`src/rtl/aes_round_controller.sv`:
```
// Iterative AES-128 encryption sequencer: owns the cipher state register and
// reuses one external round function plus one addRoundKey across 11 key applications.

module aes_add_round_key (
  input  logic [127:0] text_i,
  input  logic [127:0] key_i,
  output logic [127:0] text_o
);
  assign text_o = text_i ^ key_i;
endmodule

module aes_round_controller (
  input  logic         clk,
  input  logic         rst,
  input  logic         key_ready,
  input  logic         in_valid,
  output logic         in_ready,
  input  logic [127:0] text_in,
  output logic         out_valid,
  input  logic         out_ready,
  output logic [127:0] text_out,
  output logic [3:0]   rk_idx,
  input  logic [127:0] rk_in,
  output logic [127:0] rf_state,
  output logic         rf_last,
  input  logic [127:0] rf_out,
  output logic         busy
);

  typedef enum logic [1:0] {
    IDLE,
    ROUND,
    DONE
  } state_e;

  localparam logic [3:0] LAST_ROUND = 4'd10;

  state_e       fsm_q, fsm_d;
  logic [127:0] state_q, state_d;
  logic [3:0]   round_q, round_d;
  logic [127:0] ark_text, ark_out;

  // The initial whitening and every round share one addRoundKey; only its text input is muxed.
  assign ark_text = (fsm_q == ROUND) ? rf_out : text_in;

  aes_add_round_key u_ark (
    .text_i (ark_text),
    .key_i  (rk_in),
    .text_o (ark_out)
  );

  always_ff @(posedge clk) begin
    if (rst) begin
      fsm_q   <= IDLE;
      state_q <= '0;
      round_q <= '0;
    end else begin
      fsm_q   <= fsm_d;
      state_q <= state_d;
      round_q <= round_d;
    end
  end

  always_comb begin
    fsm_d   = fsm_q;
    state_d = state_q;
    round_d = round_q;
    if (round_q > LAST_ROUND) begin
      fsm_d   = IDLE;
      round_d = '0;
    end else begin
      unique case (fsm_q)
        IDLE: begin
          if (in_valid && key_ready) begin
            state_d = ark_out;
            round_d = 4'd1;
            fsm_d   = ROUND;
          end
        end
        ROUND: begin
          state_d = ark_out;
          if (round_q == LAST_ROUND) begin
            // Counter parks at 0 so 11..15 stay unreachable.
            round_d = '0;
            fsm_d   = DONE;
          end else begin
            round_d = round_q + 4'd1;
          end
        end
        DONE: begin
          if (out_ready) fsm_d = IDLE;
        end
        default: fsm_d = IDLE;
      endcase
    end
  end

  always_comb begin
    in_ready  = key_ready && (fsm_q == IDLE);
    out_valid = (fsm_q == DONE);
    busy      = (fsm_q != IDLE);
    rk_idx    = (fsm_q == ROUND) ? round_q : 4'd0;
    rf_last   = (fsm_q == ROUND) && (round_q == LAST_ROUND);
    rf_state  = state_q;
    text_out  = state_q;
  end

endmodule

```
`config.mk`:
```
export PLATFORM = sky130hd
export DESIGN_NAME = aes_round_controller
export DESIGN_NICKNAME = d
export VERILOG_FILES = /design/src/rtl/aes_round_controller.sv
export SDC_FILE = /design/constraint.sdc
export NUM_CORES = 1
export LEC_CHECK = 0
export ABC_AREA = 1
export BUFFER_PORTS_ARGS = -buffer_cell sky130_fd_sc_hd__clkbuf_2
export CAP_MARGIN = 20
export CORE_AREA = 8 8 246 248
export DETAILED_ROUTE_END_ITERATION = 6
export DIE_AREA = 0 0 254 256
export GPL_TIMING_DRIVEN = 0
export HOLD_SLACK_MARGIN = 0.02
export PLACE_DENSITY_LB_ADDON = 0.15
export SETUP_SLACK_MARGIN = 0.02
export SYNTH_ARGS = -nofsm -noshare
export SYNTH_HDL_FRONTEND = slang
export SYNTH_HIERARCHICAL = 1
export SYNTH_SLANG_ARGS = --single-unit
```
`constraint.sdc`:
```
create_clock -name clk -period 1.9 [get_ports clk]
set_input_delay 0.285 -clock clk [delete_from_list [all_inputs] [get_ports clk]]
set_output_delay 0.285 -clock clk [all_outputs]
set_load 0.02 [all_outputs]
```
### Word level (Yosys, flattened, before mapping)

Cells that the tools add are included.

| operators by class | value |
|---|---|
| equality and inequality tests | 6 |
| $add $sub $neg | 1 |
| magnitude comparators | 1 |
| mux-type cells | 11 |
| reductions and logical operators | 10 |
| bitwise gates (word level) | 2 |

Operators with widths:

| cell | count |
|---|---|
| $mux 128 | 2 |
| $pmux 128 s2 | 1 |
| $xor 128x128->128 | 1 |
| $mux 4 | 3 |
| $pmux 4 s2 | 1 |
| $mux 2 | 3 |
| $pmux 2 s3 | 1 |
| $reduce_and 3->1 | 2 |
| $add 4x1->4 const B | 1 |
| $eq 4x4->1 const B | 1 |
| $gt 4x4->1 const B | 1 |
| $ne 2x1->1 const B | 2 |
| $reduce_bool 2->1 | 2 |
| $logic_and 1x1->1 | 3 |
| $eq 2x1->1 const B | 1 |
| $eq 2x2->1 const B | 1 |
| $logic_not 2->1 | 1 |
| $ne 2x2->1 const B | 1 |
| $reduce_and 2->1 | 1 |
| $reduce_or 2->1 | 1 |
| $not 1->1 | 1 |

| word-level totals | value |
|---|---|
| bits of input ports | 389 |
| register bits after elaboration | 134 |
| output and inout port bits | 264 |
| logic and storage cells | 34 |

### Logic depth before layout (Yosys ltp)

Gate-level depths: netlist of the first run.

| logic depth | value |
|---|---|
| depth after elaboration | 5 |
| mapped depth | 14 |
| gate-level depth less buffers | 12 |

### Modules after synthesis

Netlist of the first run, hierarchy kept.

Modules (own cells, without submodules):

| module | cells each | instances | area an instance (sq um) | sequential area each (sq um) |
|---|---|---|---|---|
| aes_round_controller | 1442 | 1 | 8633.3 | 2682.6 |
| aes_add_round_key | 640 | 1 | 2402.3 | 0.0 |

### Worst setup path before layout of the first run

No wires, ideal clock.

| path | value |
|---|---|
| path type | reg-to-reg |
| start | reg fsm_q[1] |
| end | reg state_q[101] (netlist: rf_state[101]) |
| data required time | 1.785 ns |
| library setup time | 0.115 ns |
| stages on the path, launching flop included | 14 |
| path buffers | 2 |
| arrival | 1.478 ns |
| period minus slack after synthesis | 1.593 ns |
| setup slack | 0.307 ns |
| path through | dfxtp_1 > inv_1 > nand2_2 > buf_2 > clkbuf_1 > nand2_1 > nand2_1 > inv_1 > nand2_1 > nand2_1 > inv_1 > nand3_1 > nand2_1 > nor2_1 |

| between the ends | value |
|---|---|
| word-level cells in the longest chain between the ends | 5 |
| elaborated cells between the ends (all ways) | 9 |
| classes of those cells | eq/ne: 2; mux: 3; bitwise: 1; reduce/logical: 3 |

RTL lines:

| what | RTL line | source |
|---|---|---|
| from (decl) | 38 | `state_e fsm_q, fsm_d;` |
| from (signal assigned) | 58 | `fsm_q <= fsm_d;` |
| $eq 2x1->1 (*) | 44 | `assign ark_text = (fsm_q == ROUND) ? rf_out : text_in;` |
| $mux 128 (*) | 44 |  |
| named net ark_text[101] | 41 | `logic [127:0] ark_text, ark_out;` |
| $xor 128x128->128 (*) | 9 | `assign text_o = text_i ^ key_i;` |
| named net ark_out[101] | 41 |  |
| $mux 128 | 74 | `if (in_valid && key_ready) begin` |
| $pmux 128 s2 (*) | 72 | `unique case (fsm_q)` |
| to (signal assigned) | 59 | `state_q <= state_d;` |
| to (decl) | 39 | `logic [127:0] state_q, state_d;` |

The timed path passes the listed nets; every way through them passes the cells marked *. The select of a mux whose other input is x is not followed.
A chain may end at the register's enable or synchronous reset.

### Final worst setup path of the first run

| path | value |
|---|---|
| start | reg round_q[0] |
| end | out rf_last |

| between the ends | value |
|---|---|
| word-level cells in the longest chain between the ends | 2 |

RTL lines:

| what | RTL line | source |
|---|---|---|
| from (decl) | 40 | `logic [3:0] round_q, round_d;` |
| from (signal assigned) | 60 | `round_q <= round_d;` |
| $eq 4x4->1 | 103 | `rf_last = (fsm_q == ROUND) && (round_q == LAST_ROUND);` |
| $logic_and 1x1->1 | 103 |  |
| to (decl) | 25 | `output logic rf_last,` |

No other way between the ends.

==> run_summary.xml, run 1 <==
<?xml version="1.0" encoding="UTF-8"?>
<metrics>
  <group name="clocking">
    <metric name="worst_skew_pair.late_latency" unit="ns">0.44</metric>
    <metric name="cts_htree_levels" unit="">4</metric>
    <metric name="numClockSinks" unit="">134</metric>
    <metric name="numCtsBuffers" unit="">17</metric>
    <metric name="tritoncts_clock_tree" unit="">done</metric>
    <metric name="cts.clk_slew.worst_paths" unit="ns">0.06</metric>
    <metric name="root_buffer" unit="">clkbuf_16</metric>
    <metric name="cts_buffer_depth" unit="">2</metric>
  </group>
  <group name="sta">
    <metric name="min_period_over_period" unit="">0.930</metric>
    <metric name="setup_repair_after_global_routing_missed_its_margin" unit="">false</metric>
    <metric name="maxSlewHeadroom" unit="">0.561</metric>
    <metric name="timing.hold.ws" unit="ns">0.177</metric>
    <metric name="report.final.hold_viol_count" unit="">0</metric>
    <metric name="max_clock_freq" unit="GHz">0.566</metric>
    <metric name="final_period_minus_worst_setup_slack" unit="ns">1.77</metric>
    <metric name="final_max_slew_viol_count" unit="">0</metric>
    <metric name="fin_skew" unit="ns">0.00416</metric>
    <metric name="worst_pin_slew" unit="ns">0.658</metric>
    <metric name="setup_violations" unit="">0</metric>
  </group>
  <group name="worst_setup_path">
    <metric name="crit_fanout" unit="">4</metric>
    <metric name="criticalPathCategory" unit="">flip-flop to output pin</metric>
    <metric name="crit_path_end_kind" unit="">output pin</metric>
    <metric name="cp-start-kind" unit="">flip-flop</metric>
    <metric name="arrival" unit="ns">1.48</metric>
    <metric name="worst-endpoint-required" unit="ns">1.62</metric>
  </group>
  <group name="layout">
    <metric name="multiInputGateArea" unit="sq um">5380</metric>
    <metric name="design.final.nets" unit="">3152</metric>
    <metric name="area.growth.synth_to_final" unit="%">46.1</metric>
    <metric name="layout.filler_cells" unit="">6571</metric>
    <metric name="regArea" unit="sq um">2690</metric>
    <metric name="final_cell_area" unit="sq um">16100</metric>
    <metric name="final_layout_size_suffix_gt1_frac" unit="">0.328</metric>
  </group>
  <group name="place">
    <metric name="globalplace.congestion" unit="">0.893</metric>
    <metric name="buffer_ports.inserted" unit="">652</metric>
    <metric name="post_dp_cell_area" unit="sq um">15300</metric>
    <metric name="post_dp_hpwl" unit="um">44500</metric>
  </group>
  <group name="power_and_ir_drop">
    <metric name="p_total" unit="W">0.0107</metric>
    <metric name="power_leakage" unit="nW">10.7</metric>
    <metric name="power.density" unit="nW/um^2">666</metric>
    <metric name="peakVddDrop" unit="uV">544</metric>
  </group>
  <group name="synth">
    <metric name="ys_top_cells_by_area" unit="">nand2_1 (31%), dfxtp_1 (24%), inv_1 (13%)</metric>
    <metric name="syn-num-nets" unit="">2473</metric>
    <metric name="yosysMostFrequentCell" unit="">nand2_1</metric>
    <metric name="synth_seq_area_share" unit="">0.243</metric>
    <metric name="syn-cell-area" unit="sq um">11000</metric>
    <metric name="yosys_warnings" unit="">6</metric>
    <metric name="post_synth_most_frequent_cells" unit="">nand2_1 (912), inv_1 (396), buf_4 (143), nor2_1 (143), dfxtp_1 (134)</metric>
    <metric name="ys_ff_latch" unit="">134</metric>
    <metric name="synth_top_area_frac" unit="">0.310</metric>
    <metric name="post_synth.cell_area_avg" unit="sq um">5.30</metric>
    <metric name="synth-edff-count" unit="">0</metric>
    <metric name="netlist.top_cell.by_area" unit="">nand2_1</metric>
    <metric name="synth_flop_cell" unit="">dfxtp_1</metric>
    <metric name="synthCells" unit="">2082</metric>
    <metric name="synthDistinctLibCells" unit="">18</metric>
    <metric name="async_flop_share" unit="">0</metric>
  </group>
  <group name="die">
    <metric name="initial_core_util" unit="">0.194</metric>
    <metric name="design.core.area" unit="sq um">56800</metric>
    <metric name="die_w" unit="um">254</metric>
    <metric name="fp.dieArea" unit="sq um">65000</metric>
    <metric name="num_io_pins" unit="">653</metric>
    <metric name="floorplan.die.height" unit="um">256</metric>
    <metric name="floorplan.rows" unit="">88</metric>
  </group>
  <group name="routing">
    <metric name="drc_viols" unit="">0</metric>
    <metric name="detail_route.wirelength" unit="um">53000</metric>
    <metric name="routed_wire_per_std_cell" unit="um">15.0</metric>
    <metric name="num_vias" unit="">13800</metric>
    <metric name="drt-vias-per-instance" unit="">3.91</metric>
    <metric name="first_pass_iters" unit="">5</metric>
    <metric name="ant_nets" unit="">0</metric>
    <metric name="initial_detailed_routing_violation_count" unit="">628</metric>
  </group>
  <group name="global_route">
    <metric name="grt_pass1_wl" unit="um">78700</metric>
    <metric name="antenna_violations_before_repair" unit="">4</metric>
    <metric name="globalRoute.totalOverflow" unit="">0</metric>
    <metric name="grt_start_max_net_pins" unit="">20</metric>
    <metric name="grt.total_usage" unit="">0.157</metric>
    <metric name="grt_pass1_vias" unit="">13900</metric>
  </group>
  <group name="hold_path">
    <metric name="worst_hold_path_type" unit="">input pin to flip-flop</metric>
  </group>
  <group name="outcome">
    <metric name="run_status" unit="">finished clean</metric>
  </group>
  <group name="run">
    <metric name="cap_violations" unit="">0</metric>
  </group>
</metrics>
-- sequential cells by signal, indices dropped and copies added, names as in the netlist --
signal,flops
round_q,4
fsm_q,2
rf_state,128
-- power by group --
part / internal, W / switching (W) / leakage [nW] / total [W]
logic: 0.00167 / 0.00235 / 9.29 / 0.00403
registers: 0.00309 / 0.000333 / 1.11 / 0.00342
clock network: 0.00204 / 0.00126 / 0.279 / 0.00330
total: 0.00680 / 0.00394 / 10.7 / 0.0107
-- timing repair --
action	CTS	global route
endpoints found under the setup margin	134	97
hold endpoints to repair	0	0
gates cloned	1	1
buffers inserted	3	3
pin swaps	1	2
hold buffers	0	0
gates resized for setup	54	26
-- critical path, cell delays in order (launching register included) --
cell	delay, ns
dfxtp_2	0.34
inv_2	0.07
ha_2	0.17
nand2_1	0.06
nor2_2	0.13
nand2_2	0.08
inv_2	0.08
buf_8	0.12
-- final cells by class --
type | instances | area share
diodes | 2 | 0.000310
repair buffers | 660 | 0.208
plain buffers | 225 | 0.103
inverters | 396 | 0.0930
flip-flops and latches | 134 | 0.167
clock buffers | 25 | 0.0307
clock inverters | 4 | 0.00435
well taps | 765 | 0.0594
multi-input cells | 1327 | 0.334
-- worst paths after layout --
path                                   from      endpoint  slack, ns  cells past startpoint
worst min register to register  rf_state[0]   rf_state[0]       0.52                      2
worst max register to register     fsm_q[1]  rf_state[23]       0.17                      6
worst min-delay path              out_ready      fsm_q[1]       0.18                      4
worst max-delay path             round_q[0]       rf_last       0.13                      7
-- cell usage in the layout (no fill, tap or decap), drive strengths merged --
master  count
buf       207
or2         1
nor3        2
nand4       1
inv       396
nor2      143
bufinv      2
dfxtp     134
nand2     914
clkinv      2
diode       2
o21ai       1
clkbuf    703
a21oi     132
nand3b      1
nand3     130
ha          2
-- through the flow --
stage                      util  setup TNS, ns  cells  setup WS, ns
after floorplan               -              0   2082         0.307
after global placement    0.269         -58.81   3499        -0.683
after detailed placement  0.269         -58.58   3500        -0.666
after CTS                 0.282              0   3532        0.0116
after global routing      0.284              0   3538        0.0210
final                     0.284              0   3538         0.134
-- layer usage --
layer  global-route usage  part of all wire  vias to the layer above
met4               0.0386             0.017                        2
met5                    0           0.00025                        -
li1                     -                 -                     7298
met2                0.286              0.50                      374
met1                0.183              0.42                     6107
met3               0.0361             0.056                       38
-- logic make-up (layout without fill, tap and decap cells) --
group	after synthesis	count (layout)	synth area share
DFF	134	134	0.243
buffers and inverters	622	1310	0.273
other	0	2	0
AOI/OAI and AO/OA	133	133	0.0607
and+or+nand+nor	1191	1192	0.421
adders and majority gates	2	2	0.00227
(Power assumes the default switching activity.)
==> run 2, diff against run 1 <==
- CORE_AREA: 8 8 246 248 -> 8 8 249 251
- CTS_CLUSTER_DIAMETER: unset -> 200
- DIE_AREA: 0 0 254 256 -> 0 0 257 259
- SYNTH_HIERARCHICAL: 1 -> unset
==> run 2 against run 1 <==
Count of clock-buffer cells in the layout fell by 4. Combinational power up 7.7%. Worst setup slack lost 0.093 ns. Non-clock buffer count rose by 41. Global-route usage is 3.5 points higher. Hold slack worse by 0.072 ns. Critical path type unchanged. Wire length increased by 25%. Critical path depth stayed put. Core utilization rose by 2.1 points. Design area is 9.9% higher. Critical endpoint is now rk_idx[1]. Synthesized area grew 13%. Sequential power about the same.
==> run_summary.xml, run 2 <==
<?xml version="1.0" encoding="UTF-8"?>
<metrics>
  <group name="layout">
    <metric name="most_common_library_cell_in_the_layout_ignoring_fill_and_taps" unit="">nand2_1</metric>
    <metric name="max_reg_flops" unit="">128</metric>
    <metric name="final_cells" unit="">3854</metric>
    <metric name="layout.cells.most_common_list" unit="">nand2_1 (655), clkbuf_2 (650), inv_1 (521), nand3_1 (515), nor2_1 (261)</metric>
    <metric name="layout.filler_cells" unit="">6818</metric>
    <metric name="area.growth.synth_to_final" unit="%">42.2</metric>
    <metric name="final_cell_area" unit="sq um">17700</metric>
    <metric name="final_layout_size_suffix_gt1_frac" unit="">0.311</metric>
    <metric name="design.final.nets" unit="">3448</metric>
  </group>
  <group name="place">
    <metric name="post_dp_hpwl" unit="um">54200</metric>
    <metric name="dpl_worst_slack" unit="ns">-0.371</metric>
    <metric name="buffer_ports.inserted" unit="">652</metric>
    <metric name="place.detailed.instances" unit="">3794</metric>
    <metric name="globalplace.congestion" unit="">0.836</metric>
    <metric name="post_dp_cell_area" unit="sq um">16700</metric>
  </group>
  <group name="die">
    <metric name="floorplan.die.height" unit="um">259</metric>
    <metric name="fp.dieArea" unit="sq um">66600</metric>
    <metric name="initial_core_util" unit="">0.214</metric>
    <metric name="design.core.area" unit="sq um">58200</metric>
    <metric name="die_w" unit="um">257</metric>
    <metric name="floorplan.rows" unit="">89</metric>
    <metric name="num_io_pins" unit="">653</metric>
  </group>
  <group name="hold_path">
    <metric name="whs_endpoint" unit="">fsm_q[1]</metric>
    <metric name="worst_hold_path_type" unit="">input pin to flip-flop</metric>
    <metric name="worstHoldStart" unit="">out_ready</metric>
    <metric name="hold-path-cell-count" unit="">4</metric>
  </group>
  <group name="power_and_ir_drop">
    <metric name="power_switching_share" unit="">0.389</metric>
    <metric name="power.density" unit="nW/um^2">631</metric>
    <metric name="power.internal" unit="W">0.00684</metric>
    <metric name="share_clk_of_total_power" unit="">0.308</metric>
    <metric name="total_switching_power" unit="W">0.00435</metric>
    <metric name="share_of_total_power_in_sequential_cells" unit="">0.304</metric>
    <metric name="power_leakage" unit="nW">11.4</metric>
    <metric name="peakVddDrop" unit="uV">703</metric>
    <metric name="comb_power_share" unit="">0.388</metric>
    <metric name="p_total" unit="W">0.0112</metric>
  </group>
  <group name="clocking">
    <metric name="numCtsBuffers" unit="">17</metric>
    <metric name="root_buffer" unit="">clkbuf_16</metric>
    <metric name="worst_skew_pair.late_latency" unit="ns">0.48</metric>
    <metric name="cts_buffer_depth" unit="">2</metric>
    <metric name="numClockSinks" unit="">134</metric>
    <metric name="tritoncts_clock_tree" unit="">done</metric>
    <metric name="cts.clk_slew.worst_paths" unit="ns">0.06</metric>
    <metric name="cts_htree_levels" unit="">4</metric>
  </group>
  <group name="worst_setup_path">
    <metric name="cpPeakStageDelay" unit="ns">0.32</metric>
    <metric name="reg2reg_slack" unit="ns">0.15</metric>
    <metric name="crit_path_end_kind" unit="">output pin</metric>
    <metric name="crit_fanout" unit="">7</metric>
    <metric name="cp-start-kind" unit="">flip-flop</metric>
    <metric name="critical-path-top-delay-family" unit="">buffers and inverters</metric>
    <metric name="criticalPathCategory" unit="">flip-flop to output pin</metric>
    <metric name="crit_top_cell" unit="">buf_12</metric>
    <metric name="arrival" unit="ns">1.57</metric>
    <metric name="rr_startpoint" unit="">fsm_q[1]</metric>
    <metric name="reg2reg_to" unit="">rf_state[93]</metric>
    <metric name="slowest_cell_on_the_critical_path" unit="">dfxtp_2</metric>
    <metric name="crit_path_cell_trace" unit="">buf_6 -&gt; nand2_4 -&gt; buf_12 -&gt; buf_12 -&gt; buf_12 -&gt; nor2_4 -&gt; buf_8</metric>
    <metric name="bufs_and_invs_on_worst_path" unit="">5</metric>
    <metric name="worstRegToRegCells" unit="">10</metric>
    <metric name="worst-endpoint-required" unit="ns">1.62</metric>
  </group>
  <group name="run">
    <metric name="cap_violations" unit="">0</metric>
  </group>
  <group name="sta">
    <metric name="final_max_slew_viol_count" unit="">0</metric>
    <metric name="maxSlewHeadroom" unit="">0.535</metric>
    <metric name="fin_skew" unit="ns">0.0125</metric>
    <metric name="setup_violations" unit="">0</metric>
    <metric name="worst_pin_slew" unit="ns">0.697</metric>
    <metric name="final_period_minus_worst_setup_slack" unit="ns">1.86</metric>
    <metric name="timing.hold.ws" unit="ns">0.104</metric>
    <metric name="setup_repair_after_global_routing_missed_its_margin" unit="">true</metric>
    <metric name="max_clock_freq" unit="GHz">0.538</metric>
    <metric name="min_period_over_period" unit="">0.978</metric>
    <metric name="layout_setup_ws" unit="ns">0.0410</metric>
    <metric name="report.final.hold_viol_count" unit="">0</metric>
  </group>
  <group name="routing">
    <metric name="detail_route.wirelength" unit="um">66100</metric>
    <metric name="drt-vias-per-instance" unit="">4.07</metric>
    <metric name="first_pass_iters" unit="">5</metric>
    <metric name="ant_nets" unit="">0</metric>
    <metric name="drc_viols" unit="">0</metric>
    <metric name="initial_detailed_routing_violation_count" unit="">734</metric>
    <metric name="routed_wire_per_std_cell" unit="um">17.1</metric>
    <metric name="num_vias" unit="">15700</metric>
  </group>
  <group name="synth">
    <metric name="yosysMostFrequentCell" unit="">nand2_1</metric>
    <metric name="async_flop_share" unit="">0</metric>
    <metric name="ys_ff_latch" unit="">134</metric>
    <metric name="ys_top_cells_by_area" unit="">dfxtp_1 (22%), nand3_1 (21%), nand2_1 (20%)</metric>
    <metric name="post_synth.cell_area_avg" unit="sq um">5.26</metric>
    <metric name="netlist.top_cell.by_area" unit="">dfxtp_1</metric>
    <metric name="yosys_warnings" unit="">0</metric>
    <metric name="synth_seq_area_share" unit="">0.215</metric>
    <metric name="syn-num-nets" unit="">2759</metric>
    <metric name="post_synth_most_frequent_cells" unit="">nand2_1 (657), inv_1 (525), nand3_1 (515)</metric>
    <metric name="synthDistinctLibCells" unit="">18</metric>
    <metric name="synth-edff-count" unit="">0</metric>
    <metric name="synthCells" unit="">2368</metric>
    <metric name="syn-cell-area" unit="sq um">12500</metric>
    <metric name="synth_flop_cell" unit="">dfxtp_1</metric>
    <metric name="synth_top_area_frac" unit="">0.215</metric>
  </group>
  <group name="global_route">
    <metric name="antenna_violations_before_repair" unit="">15</metric>
    <metric name="grt_pass1_wl" unit="um">96800</metric>
    <metric name="grt.total_usage" unit="">0.192</metric>
    <metric name="grt_pass1_vias" unit="">15200</metric>
    <metric name="grt_start_max_net_pins" unit="">20</metric>
    <metric name="globalRoute.totalOverflow" unit="">0</metric>
  </group>
  <group name="outcome">
    <metric name="run_status" unit="">finished clean</metric>
  </group>
</metrics>
-- run 2: cell type report --
class	instances	area, sq um	area share
clock inverter	11	124	0.00699
multi-input combinational	1452	6180	0.349
antenna	11	27.5	0.00155
sequential	134	2690	0.152
inverter	526	1980	0.112
timing repair buffer	671	3470	0.196
clock buffer	21	460	0.0260
buffer	255	1820	0.103
tap	773	967	0.0546
-- run 2: worst reg2reg max path, cell delays in order, from the launching register on --
cell      delay (ns)
dfxtp_2         0.34
clkinv_4        0.09
nand2_4         0.09
buf_12          0.11
buf_4           0.27
clkbuf_4        0.33
nand2_1         0.08
nand3_1         0.07
nand2_1         0.08
nor2_1          0.14
nor2_1          0.05
-- run 2: metal layers --
layer  track usage  up-vias  wire length [um]
li1              -     8290                 -
met1         0.226     6904             28000
met2         0.336      415             33000
met3        0.0532       60              3760
met4        0.0577        8              1230
met5             0        -                73
-- run 2: logic make-up (layout without fill, tap and decap cells) --
| logic type | count (synthesis) | after routing | synth area share |
|---|---|---|---|
| flip-flops | 134 | 134 | 0.215 |
| AO/OA/AOI/OAI | 7 | 7 | 0.00301 |
| AND/OR/NAND/NOR | 1443 | 1443 | 0.487 |
| other | 0 | 11 | 0 |
| adder cells (fa/ha/maj) | 2 | 2 | 0.00201 |
| buffers and inverters | 782 | 1484 | 0.292 |
-- run 2: how the worst max path moves through the flow --
| stage | slack, ns | start | cells past startpoint | endpoint |
|---|---|---|---|---|
| floorplan | 0.25 | fsm_q[1] | 5 | in_ready |
| global placement | -0.61 | rst | 6 | rf_state[60] |
| detailed placement | -0.37 | fsm_q[1] | 6 | in_ready |
| CTS | -0.06 | fsm_q[1] | 7 | rk_idx[0] |
| global route | -0.04 | round_q[0] | 7 | rf_last |
| finish | 0.04 | fsm_q[0] | 7 | rk_idx[1] |
-- run 2: what timing repair did --
item	CTS	global route
buffers inserted	14	4
hold buffers	0	0
setup endpoints to repair	134	130
gates resized for setup	59	37
pin swaps	2	2
-- run 2: metrics by stage --
step | utilization | setup TNS (ns)
after CTS | 0.302 | -0.263
final | 0.304 | 0
after detailed placement | 0.287 | -15.82
after floorplan | - | 0
after global placement | 0.287 | -43.26
after global routing | 0.304 | -0.198
-- run 2: power groups by stage --
stage               logic [W]  registers [W]  clock network, W
floorplan             0.00238        0.00366                 0
global placement      0.00433        0.00347                 0
detailed placement    0.00432        0.00347                 0
CTS                   0.00438        0.00341           0.00358
global route          0.00485        0.00343           0.00366
finish                0.00434        0.00340           0.00345
==> run 3, diff against run 2 <==
- ABC_AREA: 1 -> unset
- CORE_AREA: 8 8 249 251 -> 8 8 248 250
- DIE_AREA: 0 0 257 259 -> 0 0 256 258
==> run 3 against run 2 <==
Synthesized area is 33% lower. Final cell count is 36% lower. Combinational power is 21% lower. Synthesized cell count is 58% lower. Core utilization is 7.0 points lower. Clock power is 7.5% higher. Sequential cell count stayed put. First-iteration DRC count is 57% lower. Sequential power is 3% lower. Global-route usage is 6.7 points lower. Non-clock buffer count is 81 lower.
==> run_summary.xml, run 3 <==
<?xml version="1.0" encoding="UTF-8"?>
<metrics>
  <group name="power_and_ir_drop">
    <metric name="power_switching_share" unit="">0.338</metric>
    <metric name="p_total" unit="W">0.0104</metric>
    <metric name="power.density" unit="nW/um^2">776</metric>
    <metric name="share_clk_of_total_power" unit="">0.355</metric>
    <metric name="total_switching_power" unit="W">0.00353</metric>
    <metric name="share_of_total_power_in_sequential_cells" unit="">0.317</metric>
    <metric name="power.internal" unit="W">0.00691</metric>
    <metric name="comb_power_share" unit="">0.327</metric>
    <metric name="peakVddDrop" unit="uV">687</metric>
    <metric name="power_leakage" unit="nW">6.52</metric>
  </group>
  <group name="synth">
    <metric name="async_flop_share" unit="">0</metric>
    <metric name="yosys_warnings" unit="">0</metric>
    <metric name="ys_ff_latch" unit="">134</metric>
    <metric name="synth_top_area_frac" unit="">0.323</metric>
    <metric name="synth_seq_area_share" unit="">0.323</metric>
    <metric name="synthDistinctLibCells" unit="">26</metric>
    <metric name="post_synth.cell_area_avg" unit="sq um">8.30</metric>
    <metric name="post_synth_most_frequent_cells" unit="">nand2_1 (257), buf_4 (140), a21oi_1 (134), dfxtp_1 (134)</metric>
    <metric name="yosysMostFrequentCell" unit="">nand2_1</metric>
    <metric name="syn-num-nets" unit="">1391</metric>
    <metric name="synth_flop_cell" unit="">dfxtp_1</metric>
    <metric name="syn-cell-area" unit="sq um">8300</metric>
    <metric name="ys_top_cells_by_area" unit="">dfxtp_1 (32%), mux2i_1 (15%), xnor2_1 (14%)</metric>
    <metric name="synth-edff-count" unit="">0</metric>
    <metric name="netlist.top_cell.by_area" unit="">dfxtp_1</metric>
    <metric name="synthCells" unit="">1000</metric>
  </group>
  <group name="die">
    <metric name="die_w" unit="um">256</metric>
    <metric name="floorplan.die.height" unit="um">258</metric>
    <metric name="design.core.area" unit="sq um">57400</metric>
    <metric name="floorplan.rows" unit="">88</metric>
    <metric name="fp.dieArea" unit="sq um">66000</metric>
    <metric name="num_io_pins" unit="">653</metric>
    <metric name="initial_core_util" unit="">0.145</metric>
  </group>
  <group name="run">
    <metric name="cap_violations" unit="">0</metric>
  </group>
  <group name="layout">
    <metric name="max_reg_flops" unit="">128</metric>
    <metric name="layout.filler_cells" unit="">6446</metric>
    <metric name="antenna_cells_inserted" unit="">0</metric>
    <metric name="final_layout_size_suffix_gt1_frac" unit="">0.524</metric>
    <metric name="layout.cells.most_common_list" unit="">clkbuf_2 (657), nand2_1 (256), buf_4 (146), a21oi_1 (134), dfxtp_1 (130)</metric>
    <metric name="most_common_library_cell_in_the_layout_ignoring_fill_and_taps" unit="">clkbuf_2</metric>
    <metric name="area.growth.synth_to_final" unit="%">62.3</metric>
    <metric name="design.final.nets" unit="">2070</metric>
    <metric name="final_cell_area" unit="sq um">13500</metric>
    <metric name="postLayoutCoreUtil" unit="">0.235</metric>
  </group>
  <group name="sta">
    <metric name="fin_skew" unit="ns">0.0110</metric>
    <metric name="final_period_minus_worst_setup_slack" unit="ns">1.79</metric>
    <metric name="max_clock_freq" unit="GHz">0.559</metric>
    <metric name="final_max_slew_viol_count" unit="">0</metric>
    <metric name="setup_repair_after_global_routing_missed_its_margin" unit="">true</metric>
    <metric name="timing.hold.ws" unit="ns">0.116</metric>
    <metric name="report.final.hold_viol_count" unit="">0</metric>
    <metric name="min_period_over_period" unit="">0.941</metric>
    <metric name="maxSlewHeadroom" unit="">0.499</metric>
    <metric name="setup_violations" unit="">0</metric>
    <metric name="worst_pin_slew" unit="ns">0.751</metric>
  </group>
  <group name="place">
    <metric name="globalplace.congestion" unit="">0.769</metric>
    <metric name="post_dp_hpwl" unit="um">36600</metric>
    <metric name="post_dp_cell_area" unit="sq um">12500</metric>
    <metric name="buffer_ports.inserted" unit="">652</metric>
  </group>
  <group name="routing">
    <metric name="first_pass_iters" unit="">6</metric>
    <metric name="drt-vias-per-instance" unit="">3.61</metric>
    <metric name="num_vias" unit="">8867</metric>
    <metric name="ant_nets" unit="">0</metric>
    <metric name="detail_route.wirelength" unit="um">42600</metric>
    <metric name="initial_detailed_routing_violation_count" unit="">319</metric>
    <metric name="routed_wire_per_std_cell" unit="um">17.3</metric>
    <metric name="drc_viols" unit="">0</metric>
  </group>
  <group name="clocking">
    <metric name="tritoncts_clock_tree" unit="">done</metric>
    <metric name="numCtsBuffers" unit="">17</metric>
    <metric name="cts_buffer_depth" unit="">2</metric>
    <metric name="root_buffer" unit="">clkbuf_16</metric>
    <metric name="cts_htree_levels" unit="">4</metric>
    <metric name="numClockSinks" unit="">134</metric>
    <metric name="cts.clk_slew.worst_paths" unit="ns">0.06</metric>
    <metric name="worst_skew_pair.late_latency" unit="ns">0.47</metric>
  </group>
  <group name="worst_setup_path">
    <metric name="slowest_cell_on_the_critical_path" unit="">dfxtp_2</metric>
    <metric name="reg2reg_slack" unit="ns">0.12</metric>
    <metric name="worst-endpoint-required" unit="ns">1.62</metric>
    <metric name="crit_fanout" unit="">7</metric>
    <metric name="cp-start-kind" unit="">flip-flop</metric>
    <metric name="criticalPathCategory" unit="">flip-flop to output pin</metric>
    <metric name="arrival" unit="ns">1.50</metric>
    <metric name="cpPeakStageDelay" unit="ns">0.34</metric>
    <metric name="crit_path_end_kind" unit="">output pin</metric>
    <metric name="crit_path_cell_trace" unit="">nor2b_4 -&gt; buf_12 -&gt; buf_12 -&gt; and2_1 -&gt; clkbuf_4</metric>
    <metric name="crit_top_cell" unit="">buf_12</metric>
  </group>
  <group name="global_route">
    <metric name="grt_pass1_wl" unit="um">62400</metric>
    <metric name="grt.total_usage" unit="">0.125</metric>
    <metric name="grt_pass1_vias" unit="">9744</metric>
    <metric name="antenna_violations_before_repair" unit="">0</metric>
    <metric name="grt_start_max_net_pins" unit="">17</metric>
    <metric name="globalRoute.totalOverflow" unit="">0</metric>
  </group>
  <group name="hold_path">
    <metric name="worst_hold_path_type" unit="">input pin to flip-flop</metric>
  </group>
  <group name="outcome">
    <metric name="run_status" unit="">finished clean</metric>
  </group>
</metrics>
[run 3: stage by stage]
stage	worst slack, ns	TNS, ns	cells
6_report	0.112	0	2457
3_3_place_gp	-0.533	-31.58	2417
4_1_cts	-0.00924	-0.0161	2455
5_1_grt	0.0175	0	2457
2_1_floorplan	0.314	0	1000
3_5_place_dp	-0.554	-34.29	2418
[run 3: critical path: cells and delay by family, from the launching register on]
family	cells	cell delay [ns]
buffers and inverters	3	0.43
DFF	1	0.34
and+or+nand+nor	2	0.26
[run 3: per-layer routing]
metal	global-route usage	vias to the layer above	part of all wire
met5	0	-	0
met4	0.0308	0	0.013
met3	0.0457	25	0.068
met2	0.231	364	0.53
met1	0.134	3981	0.39
li1	-	4497	-
[run 3: final timing paths]
kind,end,from,cells past startpoint
worst max-delay path,rk_idx[2],fsm_q[0],5
worst min-delay path,fsm_q[1],out_ready,4
worst max register to register,rf_state[124],fsm_q[0],7
worst min register to register,rf_state[49],rf_state[49],2
[run 3: cells by family after synthesis]
| group | count (synthesis) | synth area share |
|---|---|---|
| and+or+nand+nor | 279 | 0.131 |
| buffers and inverters | 189 | 0.167 |
| AOI/OAI and AO/OA | 140 | 0.0861 |
| DFF | 134 | 0.323 |
| adders and majority gates | 2 | 0.00302 |
| xor gates and xnor gates | 128 | 0.135 |
| muxes | 128 | 0.154 |
[run 3: power groups by stage]
stage / Sequential, W / Clock [W] / Combinational (W)
2_1_floorplan: 0.00357 / 0 / 0.00179
3_5_place_dp: 0.00339 / 0 / 0.00340
5_1_grt: 0.00336 / 0.00399 / 0.00372
3_3_place_gp: 0.00338 / 0 / 0.00341
6_report: 0.00331 / 0.00371 / 0.00342
4_1_cts: 0.00333 / 0.00390 / 0.00348
[run 3: timing repair]
item	4_1_cts	5_1_grt
setup buffers	5	2
endpoints found under the setup margin	125	73
pin swaps	1	1
gates resized for setup	51	23
hold buffers	0	0
[run 3: area by class of cell]
| type | instances | area, sq um | area share |
|---|---|---|---|
| Tap cell | 765 | 957 | 0.0711 |
| Sequential cell | 134 | 2690 | 0.200 |
| Multi-Input combinational cell | 677 | 4320 | 0.321 |
| Clock inverter | 11 | 171 | 0.0127 |
| Timing Repair Buffer | 660 | 3360 | 0.250 |
| Buffer | 185 | 1480 | 0.110 |
| Clock buffer | 21 | 470 | 0.0350 |
| Inverter | 4 | 15.0 | 0.00112 |
